<file path="config.mk">
export PLATFORM = sky130hd
export DESIGN_NAME = dsp_equation_dispatch
export DESIGN_NICKNAME = d
export VERILOG_FILES = /design/src/rtl/dsp_equation_dispatch.sv
export SDC_FILE = /design/constraint.sdc
export NUM_CORES = 1
export LEC_CHECK = 0
export ABC_AREA = 1
export BUFFER_PORTS_ARGS = -buffer_cell sky130_fd_sc_hd__clkbuf_2
export CAP_MARGIN = 10
export CORE_AREA = 2 2 99 101
export CTS_CLUSTER_DIAMETER = 200
export CTS_CLUSTER_SIZE = 8
export DETAILED_ROUTE_END_ITERATION = 8
export DIE_AREA = 0 0 101 103
export GPL_TIMING_DRIVEN = 0
export PLACE_DENSITY = 0.76
export SLEW_MARGIN = 20
export SYNTH_ARGS = -nofsm -noshare
export SYNTH_HDL_FRONTEND = slang
export SYNTH_SLANG_ARGS = --single-unit
</file>
<file path="constraint.sdc">
create_clock -name wb_clk -period 4.5 [get_ports wb_clk]
set_clock_uncertainty 0.05 [all_clocks]
set_input_delay 0.225 -clock wb_clk [delete_from_list [all_inputs] [get_ports wb_clk]]
set_output_delay 0.225 -clock wb_clk [all_outputs]
set_load 0.02 [all_outputs]
</file>
<file path="src/rtl/dsp_equation_dispatch.sv">
// Equation dispatcher: launches one of N_EQ engines, watches it with a
// saturating watchdog and muxes the selected engine's file port outward.
module dsp_equation_dispatch #(
  parameter int N_EQ           = 4,
  parameter int EQ_W           = 8,
  parameter int TIMEOUT_CYCLES = 65535
) (
  input  logic                wb_clk,
  input  logic                wb_rst_n,
  input  logic                start,
  input  logic [EQ_W-1:0]     eq_num,
  input  logic                abort,
  output logic                busy,
  output logic                done,
  output logic                interrupt,
  output logic                error,
  output logic [1:0]          err_code,
  output logic [EQ_W-1:0]     active_eq,
  output logic [N_EQ-1:0]     eng_enable,
  output logic [N_EQ-1:0]     eng_start,
  input  logic [N_EQ-1:0]     eng_done,
  input  logic [N_EQ-1:0]     eng_error,
  input  logic [8*N_EQ-1:0]   eng_file_num,
  input  logic [N_EQ-1:0]     eng_file_write,
  input  logic [N_EQ-1:0]     eng_file_read,
  input  logic [N_EQ-1:0]     eng_file_reset,
  input  logic [32*N_EQ-1:0]  eng_file_write_data,
  output logic [7:0]          file_num,
  output logic                file_write,
  output logic                file_read,
  output logic                file_reset,
  output logic [31:0]         file_write_data
);

  localparam int SEL_W = (N_EQ > 1) ? $clog2(N_EQ) : 1;
  localparam int WD_W  = (TIMEOUT_CYCLES > 0) ?
                         $clog2(TIMEOUT_CYCLES + 1) : 1;

  localparam logic [WD_W-1:0] WD_LIM = WD_W'(TIMEOUT_CYCLES);
  localparam logic [WD_W-1:0] WD_MAX = '1;
  localparam logic [EQ_W-1:0] EQ_MAX = EQ_W'(N_EQ);
  localparam logic [N_EQ-1:0] ONE    = N_EQ'(1);

  typedef enum logic [2:0] {
    S_IDLE,
    S_LAUNCH,
    S_RUN,
    S_DONE,
    S_ERROR
  } state_t;

  state_t            r_state;
  state_t            w_next;
  logic [SEL_W-1:0]  r_sel;
  logic [WD_W-1:0]   r_wd;
  logic              r_error;
  logic [1:0]        r_err_code;
  logic [EQ_W-1:0]   r_active_eq;

  logic              w_eq_ok;
  logic [SEL_W-1:0]  w_idx;
  logic              w_sel_done;
  logic              w_sel_err;
  logic [WD_W-1:0]   w_wd_inc;
  logic              w_wd_hit;
  logic              w_accept;
  logic              w_bad;
  logic              w_set_err;
  logic [1:0]        w_code;
  logic              w_busy;
  logic [N_EQ-1:0]   w_onehot;

  assign w_eq_ok    = (eq_num != '0) && (eq_num <= EQ_MAX);
  assign w_idx      = SEL_W'(eq_num - EQ_W'(1));
  assign w_sel_done = eng_done[r_sel];
  assign w_sel_err  = eng_error[r_sel];

  // Saturate so a disabled or very long watchdog never wraps to zero
  assign w_wd_inc = (r_wd == WD_MAX) ? r_wd : r_wd + WD_W'(1);
  assign w_wd_hit = (TIMEOUT_CYCLES != 0) && (w_wd_inc >= WD_LIM);

  always_ff @(posedge wb_clk or negedge wb_rst_n) begin
    if (!wb_rst_n) r_state <= S_IDLE;
    else           r_state <= w_next;
  end

  // Priority in RUN: abort, engine error, engine done, watchdog
  always_comb begin
    w_next    = r_state;
    w_accept  = 1'b0;
    w_bad     = 1'b0;
    w_set_err = 1'b0;
    w_code    = 2'd0;
    unique case (r_state)
      S_IDLE: begin
        if (start) begin
          if (w_eq_ok) begin
            w_next   = S_LAUNCH;
            w_accept = 1'b1;
          end else begin
            w_next    = S_ERROR;
            w_bad     = 1'b1;
            w_set_err = 1'b1;
            w_code    = 2'd1;
          end
        end
      end
      S_LAUNCH: begin
        w_next = abort ? S_IDLE : S_RUN;
      end
      S_RUN: begin
        if (abort) begin
          w_next = S_IDLE;
        end else if (w_sel_err) begin
          w_next    = S_ERROR;
          w_set_err = 1'b1;
          w_code    = 2'd3;
        end else if (w_sel_done) begin
          w_next = S_DONE;
        end else if (w_wd_hit) begin
          w_next    = S_ERROR;
          w_set_err = 1'b1;
          w_code    = 2'd2;
        end
      end
      S_DONE:  w_next = S_IDLE;
      S_ERROR: w_next = S_IDLE;
      default: w_next = S_IDLE;
    endcase
  end

  always_ff @(posedge wb_clk or negedge wb_rst_n) begin
    if (!wb_rst_n) begin
      r_sel       <= '0;
      r_wd        <= '0;
      r_error     <= 1'b0;
      r_err_code  <= 2'd0;
      r_active_eq <= '0;
    end else begin
      if (w_accept) begin
        r_active_eq <= eq_num;
        r_sel       <= w_idx;
        r_error     <= 1'b0;
        r_err_code  <= 2'd0;
      end
      if (w_bad) begin
        r_active_eq <= eq_num;
      end
      if (w_set_err) begin
        r_error    <= 1'b1;
        r_err_code <= w_code;
      end
      if (r_state == S_LAUNCH) begin
        r_wd <= '0;
      end else if (r_state == S_RUN) begin
        r_wd <= w_wd_inc;
      end
    end
  end

  assign w_busy   = (r_state == S_LAUNCH) || (r_state == S_RUN);
  assign w_onehot = ONE << r_sel;

  assign busy       = w_busy;
  assign done       = (r_state == S_DONE);
  assign interrupt  = (r_state == S_DONE) || (r_state == S_ERROR);
  assign error      = r_error;
  assign err_code   = r_err_code;
  assign active_eq  = r_active_eq;
  assign eng_enable = w_busy ? w_onehot : '0;
  assign eng_start  = (r_state == S_LAUNCH) ? w_onehot : '0;

  always_comb begin
    file_num        = 8'd0;
    file_write      = 1'b0;
    file_read       = 1'b0;
    file_reset      = 1'b0;
    file_write_data = 32'd0;
    if (w_busy) begin
      file_num        = eng_file_num[{r_sel, 3'b000} +: 8];
      file_write      = eng_file_write[r_sel];
      file_read       = eng_file_read[r_sel];
      file_reset      = eng_file_reset[r_sel];
      file_write_data = eng_file_write_data[{r_sel, 5'b00000} +: 32];
    end
  end

endmodule

</file>
# Word level (Yosys, flattened, before mapping)
# Index checks and enable logic that the tools add are counted.
[totals]
reg_bits = 32
input_bits = 192
output_inout_bits = 65
word_cells = 82
[classes]
n_addsub = 2
order_cmp = 3
eq_ne = 7
shift = 3
muxes = 52
n_reduce_logical = 9
[ops]
columns = ["cell", "count"]
rows = [
  ["$shiftx 128x8->32", 1],
  ["$mux 16", 3],
  ["$mux 32", 1],
  ["$shiftx 32x6->8", 1],
  ["$mux 8", 3],
  ["$mux 1", 22],
  ["$mux 3", 6],
  ["$add 16x1->16 const B", 1],
  ["$eq 16x16->1 const B", 1],
  ["$ge 16x16->1 const B", 1],
  ["$mux 2", 7],
  ["$bmux 1 s2", 5],
  ["$pmux 3 s3", 1],
  ["$le 8x3->1 const B", 1],
  ["$mux 4", 2],
  ["$reduce_bool 8->1", 1],
  ["$eq 3x2->1 const B", 2],
  ["$reduce_bool 2->1", 3],
  ["$ne 5x5->1 const B", 1],
  ["$pmux 2 s2", 1],
  ["$shl 1x2->4 const A", 1],
  ["$eq 3x1->1 const B", 1],
  ["$eq 3x3->1 const B", 1],
  ["$logic_not 3->1", 1],
  ["7 further kinds", 8],
]

# Depth between registers and ports, before layout
# Gate-level depths: netlist of run 1.
[depth]
ltp_word = 9
ltp_mapped = 15
ltp_nobuf = 15

# Worst setup path before layout of run 1
# Ideal clock, no wire load.
[synth_timing]
kind = "register to output"
start = "reg r_sel[0]"
end = "out file_num[0]"
arrival_ps = 1577
required_ps = 4225
slack_ps = 2648
path_stages_with_launch = 5
n_path_buf = 1
cell_sequence = "dfrtp_1 -> nor2_1 -> clkbuf_1 -> a22oi_1 -> a21oi_1"
[synth_via]
elab_chain_len = 2
[synth_lines]
columns = ["item", "line_no", "rtl"]
rows = [
  ["start: declaration", "54", "logic [SEL_W-1:0] r_sel;"],
  ["start signal: assignment", "142", "r_sel <= w_idx;"],
  ["$shiftx 32x6->8", "180", "file_num = eng_file_num[{r_sel, 3'b000} +: 8];"],
  ["$mux 8", "179", "if (w_busy) begin"],
  ["end: declaration", "28", "output logic [7:0] file_num,"],
]
# Every way passes these cells.

# Worst setup path after layout of run 1
[layout_timing]
start = "reg r_sel[0]"
end = "out file_write_data[8]"
[layout_via]
elab_chain_len = 2
[layout_lines]
columns = ["item", "line_no", "rtl"]
rows = [
  ["$shiftx 128x8->32", "184", "file_write_data = eng_file_write_data[{r_sel, 5'b00000} +: 32];"],
  ["$mux 32", "179", ""],
  ["end: declaration", "32", "output logic [31:0] file_write_data"],
]
# Every way passes these cells.

==> reports/qor.csv, run 1 <==
metric,value,unit
status,"complete, but fails checks",
violations,negative hold slack,
ys_types,30,
syn2layout_area_growth,50.3,%
grt.total_usage,0.257,
rsz0062_at_grt,false,
reg2regPathDepth,14,
reg2reg_from,r_wd[1],
grt_pass1_wl,20400,um
setup_viol,0,
die_y,103,um
holdWs,-0.0249,ns
synth_most_common_cell,nand2_1,
hold_viol,31,
period_share,0.616,
layout-drive-gt1-share,0.411,
tightest_slew,0.869,ns
r2r_end,err_code[0],
postSynthAreaPerCell,6.75,um^2
synth_warnings,0,
synth_top_flop_cell,dfrtp_1,
vdd_drop_max,0.108,mV
place.port_buffers,256,
insertion_delay,0.29,ns
route.detailed.vias_per_inst,5.33,
post_cts_resized,0,
yosys-top-cells-area,"dfrtp_1 27%, a22oi_1 21%, nand2_1 12%",
slew_headroom,0.418,
start_util,0.319,
drtIter0Drc,348,
die-area,10400,um^2
critical_path_class,flip-flop to output port,
max_stage_delay,0.69,ns
num_vias,4399,
cts_tree,done,
finalMaxSlewViolations,0,
grt_pass1_vias,3893,
timing.fmax,361,MHz
setup.worst_path.end_class,output port,
grt_max_degree,33,
synth-async-reset-ratio,1.00,
cts_setup_buffers,0,
num_antenna_cells,0,
worstPathRequired,4.22,ns
drv_cap,0,
antenna_left,0,
cts-root-buf,clkbuf_8,
yosysTopAreaCell,dfrtp_1,
filler_cell_count,997,
clock_sinks,32,
place_congestion,0.896,
rrSetupSlack,2.36,ns
crit_path_start_kind,flip-flop,
power.density,196,nW/um^2
avgRoutedWirePerCell,17.3,um
synth-seq-cells,32,
drcViolationCount,0,
h-tree-depth,2,
dp_hpwl,12000,um
antenna_found_initial,1,
setup_tns,0,ns
setup_slack,1.73,ns
path_cells,"nor2_1, clkbuf_1, a22oi_1, a21oi_1, clkbuf_2",
path_clk_slew,0.08,ns
post-place-ws,2.03,ns
syn_nets,641,
hold_path_class,input port to async pin,
firstDrtPassIters,5,
ys_seq_area_frac,0.265,
p_leak,2.33,nW
core.rowCount,36,
ctsHoldBuffers,0,
ys_top_cells_by_count,"93 x nand2_1, 86 x a22oi_1, 50 x a21oi_1, 35 x inv_1, 32 x dfrtp_1",
worstPathMaxFanout,10,
grt-ovfl-total,0,
synth-edff-count,0,
post-route-min-period,2.77,ns
arrival,2.50,ns
wirelength,14300,um
synthCells,447,
synth_top_area_share,0.265,
ios,257,
chipWidth,101,um
core_area,9460,um^2
cts_max_path_buffers,2,
nets,904,
cp_slowest_cell,nor2_1,
netlist_area,3020,um^2
cts_made_buffers,5,
==> state kept, by name, summed over array words and instances (netlist names) <==
register	cells
active_eq	8
error	1
err_code	2
r_sel	2
r_state	3
r_wd	16
==> layout by cell type, fill, tap and decap left out, types with 19 or more instances in the layout <==
cell and n:
clkbuf_2 256, nand2_1 93, a22oi_1 86, a21oi_1 50, inv_1 35, dfrtp_1 32, nor2_1 30, nand3_1 24
clkbuf_1 23, o21ai_0 19
==> metrics by stage <==
step | hold slack (ns) | area (um^2) | power (W) | std cells | util
6_report | -0.0249 | 4530 | 0.000889 | 825 | 0.479
5_1_grt | 0.0294 | 4530 | 0.000945 | 825 | 0.479
4_1_cts | 0.00885 | 4530 | 0.000889 | 825 | 0.479
3_5_place_dp | 0.318 | 4440 | 0.000657 | 817 | 0.469
3_3_place_gp | 0.323 | 4440 | 0.000654 | 817 | 0.469
2_1_floorplan | -0.121 | 3020 | 0.000503 | 447 | -
==> critical path, delay by kind of cell, from the launching register on <==
family,cells,cell delay [ns]
AOI/OAI and AO/OA,2,0.37
buffers and inverters,2,0.71
DFF,1,0.42
and+or+nand+nor,1,0.69
==> how the worst max path moves through the flow <==
stage	startpoint	endpoint	slack, ns	cells past startpoint
global placement	r_sel[0]	file_write_data[20]	2.09	5
CTS	r_sel[0]	file_write_data[20]	1.70	5
finish	r_sel[0]	file_write_data[8]	1.73	5
global route	r_sel[0]	file_write_data[17]	1.59	5
floorplan	r_sel[0]	file_num[0]	2.65	4
detailed placement	r_sel[0]	file_write_data[20]	2.03	5
==> power breakdown <==
| group | internal [W] | leakage [nW] | total, W | switching (W) |
|---|---|---|---|---|
| combinational | 0.000143 | 1.87 | 0.000340 | 0.000197 |
| sequential | 0.000304 | 0.423 | 0.000316 | 0.0000121 |
| clock | 0.000110 | 0.0404 | 0.000233 | 0.000123 |
==> layout make-up <==
type / count / area, um^2 / share of cell area
buffer: 26 / 106 / 0.0235
timing repair buffer: 256 / 1280 / 0.283
tap: 114 / 143 / 0.0315
inverter: 38 / 143 / 0.0315
clock buffer: 5 / 68.8 / 0.0152
sequential: 32 / 801 / 0.177
clock inverter: 3 / 23.8 / 0.00524
multi-input combinational: 351 / 1970 / 0.434
==> cell families after synthesis <==
kind of cell,Yosys count,synth area share
buffers and inverters,64,0.0825
AOI/OAI and AO/OA,170,0.365
adders and majority gates,2,0.00829
DFF,32,0.265
xor gates and xnor gates,3,0.00871
and+or+nand+nor,176,0.270
==> layer usage <==
metal | vias up | GRT usage | wire length (um)
li1 | 2130 | - | -
met1 | 2008 | 0.305 | 5280
met2 | 226 | 0.426 | 6950
met3 | 33 | 0.0515 | 1150
met4 | 2 | 0.162 | 913
met5 | - | 0 | 13
(Power assumes the default switching activity.)
==> run 2: changes to the inputs <==
ABC_AREA = 0   (was 1)
CORE_AREA = default   (was 2 2 99 101)
CORE_ASPECT_RATIO = 0.5   (was default)
CORE_UTILIZATION = 37   (was default)
DIE_AREA = default   (was 0 0 101 103)
PLACE_DENSITY = 0.84   (was 0.76)
clock period = 2.25 ns   (was 4.5 ns; I/O delays follow)
==> run 2 against run 1 <==
  * Largest cell class unchanged
  * Clock power rose to 2.9 times the previous value
  * Global-route usage increased by 4.0 points
  * Sequential share of layout area fell by 2.1 points
  * Setup slack lost 1.8 ns
  * Final cell count down 12%
  * Critical path depth increased by 3
  * The run ends with negative setup slack left
  * Utilization is 12 points higher
  * Sequential cell count stayed put
  * First-iteration DRC count increased by 13%
  * Die area shrank 9.4%
  * Total power grew to 3.2 times the previous value
  * Critical endpoint is now err_code[0]
  * Register-to-register slack got worse by 2.4 ns
  * Largest power group unchanged
==> reports/qor.csv, run 2 <==
metric,value,unit,change
slew_headroom,0.454,,+0.0358
antenna_found_initial,1,,unchanged
synth-edff-count,0,,unchanged
drv_cap,0,,unchanged
clock_sinks,32,,unchanged
synth_top_area_share,0.304,,+0.0381
grt_pass1_wl,21200,um,+4.0%
synth_most_common_cell,mux4_2,,
avgRoutedWirePerCell,19.3,um,+11%
vdd_drop_max,0.359,mV,+230%
fin_util,0.602,,+0.123
reg2regPathDepth,8,,-6
worstPathRequired,2.37,ns,-1.85 ns
drtIter0Drc,394,,+13%
max_stage_delay,0.40,ns,-0.29 ns
critPathTopFamily,compound AO/OA/AOI/OAI gates,,
setup_viol,2,,+2
setup.worst_path.end_class,flip-flop,,
netlist_area,3340,um^2,+11%
h-tree-depth,2,,unchanged
rrSetupSlack,-0.03,ns,-2.39 ns
layout_common_cells,"262 x clkbuf_2, 45 x mux4_2, 43 x and2_1, 23 x buf_4, 22 x o21ai_0",,
cts_made_buffers,5,,unchanged
grt-ovfl-total,0,,unchanged
layout_commonest_cell,clkbuf_2,,
rsz0062_at_grt,true,,
reg2reg_from,r_wd[14],,
synth_warnings,0,,unchanged
die_y,69.2,um,-33%
violations,negative setup slack,,
post-route-min-period,2.28,ns,
core_area,8740,um^2,-7.6%
grt_pass1_vias,3979,,+2.2%
cts-root-buf,clkbuf_16,,
worstSetupStartpoint,r_wd[14],,
place.port_buffers,256,,unchanged
num_vias,4114,,-6.5%
critical_path_depth,8,,+3
setup_slack,-0.0269,ns,-1.75 ns
yosysTopAreaCell,mux4_2,,
drcViolationCount,0,,unchanged
wirelength,14000,um,-2.5%
synth_top_flop_cell,dfrtp_1,,
nets,800,,-12%
yosys-top-cells-area,"mux4_2 30%, dfrtp_1 24%, and2_1 8.2%",,
largest_register_ffs,16,,unchanged
finalMaxSlewViolations,0,,unchanged
core.rowCount,24,,-33%
cp_slowest_cell,dfrtp_1,,
crit_path_start_kind,flip-flop,,
die-area,9430,um^2,-9.4%
ys_types,54,,+80%
r2r_end,err_code[0],,
crit_end,err_code[0],,
cp.buffers_inverters,1,,-1
timing.fmax,439,MHz,
synth-async-reset-ratio,1.00,,unchanged
route.detailed.vias_per_inst,5.68,,+6.6%
grt_max_degree,33,,unchanged
layout-drive-gt1-share,0.654,,+0.243
num_antenna_cells,0,,unchanged
synthCells,326,,-27%
grt.total_usage,0.297,,+0.0400
hold_path_class,input port to flip-flop,,
period_share,1.01,,
path_clk_slew,0.06,ns,-0.02 ns
arrival,2.39,ns,-0.11 ns
dp_hpwl,11300,um,-5.7%
firstDrtPassIters,5,,unchanged
tightest_slew,0.819,ns,-0.0505 ns
worstPathMaxFanout,6,,-4
place_congestion,0.917,,+2.4%
critical_path_class,flip-flop to flip-flop,,
ios,257,,unchanged
start_util,0.382,,+0.0631
p_leak,2.54,nW,+8.9%
setup_tns,-0.0332,ns,-0.0332 ns
syn2layout_area_growth,57.6,%,
status,"complete, but fails checks",,
regMostFlops,r_wd,,
ys_top_cells_by_count,"45 x mux4_2, 44 x and2_1, 32 x dfrtp_1, 23 x o21ai_0, 21 x nor2_1",,
cts_tree,done,,
synth-seq-cells,32,,unchanged
hold_viol,0,,-100%
path_cells,"nand4_4, or3_1, buf_4, o221ai_2, a32o_1, o2111a_2, a31oi_4, a31o_2",,
ys_seq_area_frac,0.240,,-0.0256
syn_nets,520,,-19%
power.density,544,nW/um^2,+180%
insertion_delay,0.28,ns,about the same
postSynthAreaPerCell,10.2,um^2,+52%
antenna_left,0,,unchanged
cts_max_path_buffers,2,,unchanged
chipWidth,136,um,+35%
-- run 2: logic make-up after synthesis --
group | after synthesis | synth area share
flops | 32 | 0.240
compound gates | 68 | 0.140
simple gates | 132 | 0.231
mux | 53 | 0.330
buf+inv | 35 | 0.0412
xor+xnor | 4 | 0.0105
fa+ha+maj | 2 | 0.00750
-- run 2: stage by stage --
step	cells	total power [W]	cell area (um^2)	setup WS, ns	hold slack, ns
3_5_place_dp	699	0.00212	4770	-0.491	0.202
4_1_cts	719	0.00286	5170	0.00144	0.0240
3_3_place_gp	699	0.00207	4770	-0.480	0.186
5_1_grt	724	0.00301	5260	-0.0982	0.0295
2_1_floorplan	326	0.00164	3340	0.00759	-0.233
6_report	724	0.00286	5260	-0.0269	0.0247
-- run 2: cell type report --
class,count,area (um^2)
Timing Repair Buffer,277,1440
Multi-Input combinational cell,259,2530
Inverter,10,37.5
Fill cell,727,3480
Clock buffer,5,125
Sequential cell,32,820
Buffer,21,136
Clock inverter,3,23.8
Tap cell,117,146
-- run 2: how the worst min path moves through the flow --
stage,startpoint,to,slack [ns],cells past startpoint
finish,eq_num[7],active_eq[7],0.02,2
floorplan,wb_rst_n,active_eq[0],-0.23,0
detailed placement,wb_rst_n,r_wd[8],0.20,1
global placement,wb_rst_n,r_wd[8],0.19,1
CTS,eq_num[7],active_eq[7],0.02,2
global route,eq_num[6],active_eq[6],0.03,2
-- run 2: routing by layer --
metal,part of all wire,GRT usage
met2,0.47,0.455
met3,0.12,0.119
met4,0.020,0.0963
met1,0.39,0.381
met5,0.00093,0
-- run 2: worst register-to-register path, stage by stage (launching register included) --
cell	delay, ns
dfrtp_1	0.40
nand4_4	0.14
or3_1	0.36
buf_4	0.17
o221ai_2	0.18
a32o_1	0.20
o2111a_2	0.26
a31oi_4	0.12
a31o_2	0.27
-- run 2: where the power goes --
part	internal (W)	switching (W)	leakage (nW)	total, W
combinational	0.000697	0.000669	2.08	0.00137
clock	0.000411	0.000268	0.0660	0.000679
sequential	0.000694	0.000121	0.393	0.000815
total	0.00180	0.00106	2.54	0.00286
-- run 2: timing repair --
action / 4_1_cts / 5_1_grt
pin swaps: 6 / 8
buffers inserted: 13 / 7
endpoints found under the hold margin: 32 / 0
cloned: 0 / 0
gates resized for setup: 45 / 32
hold buffers: 1 / 0
endpoints found under the setup margin: 62 / 35
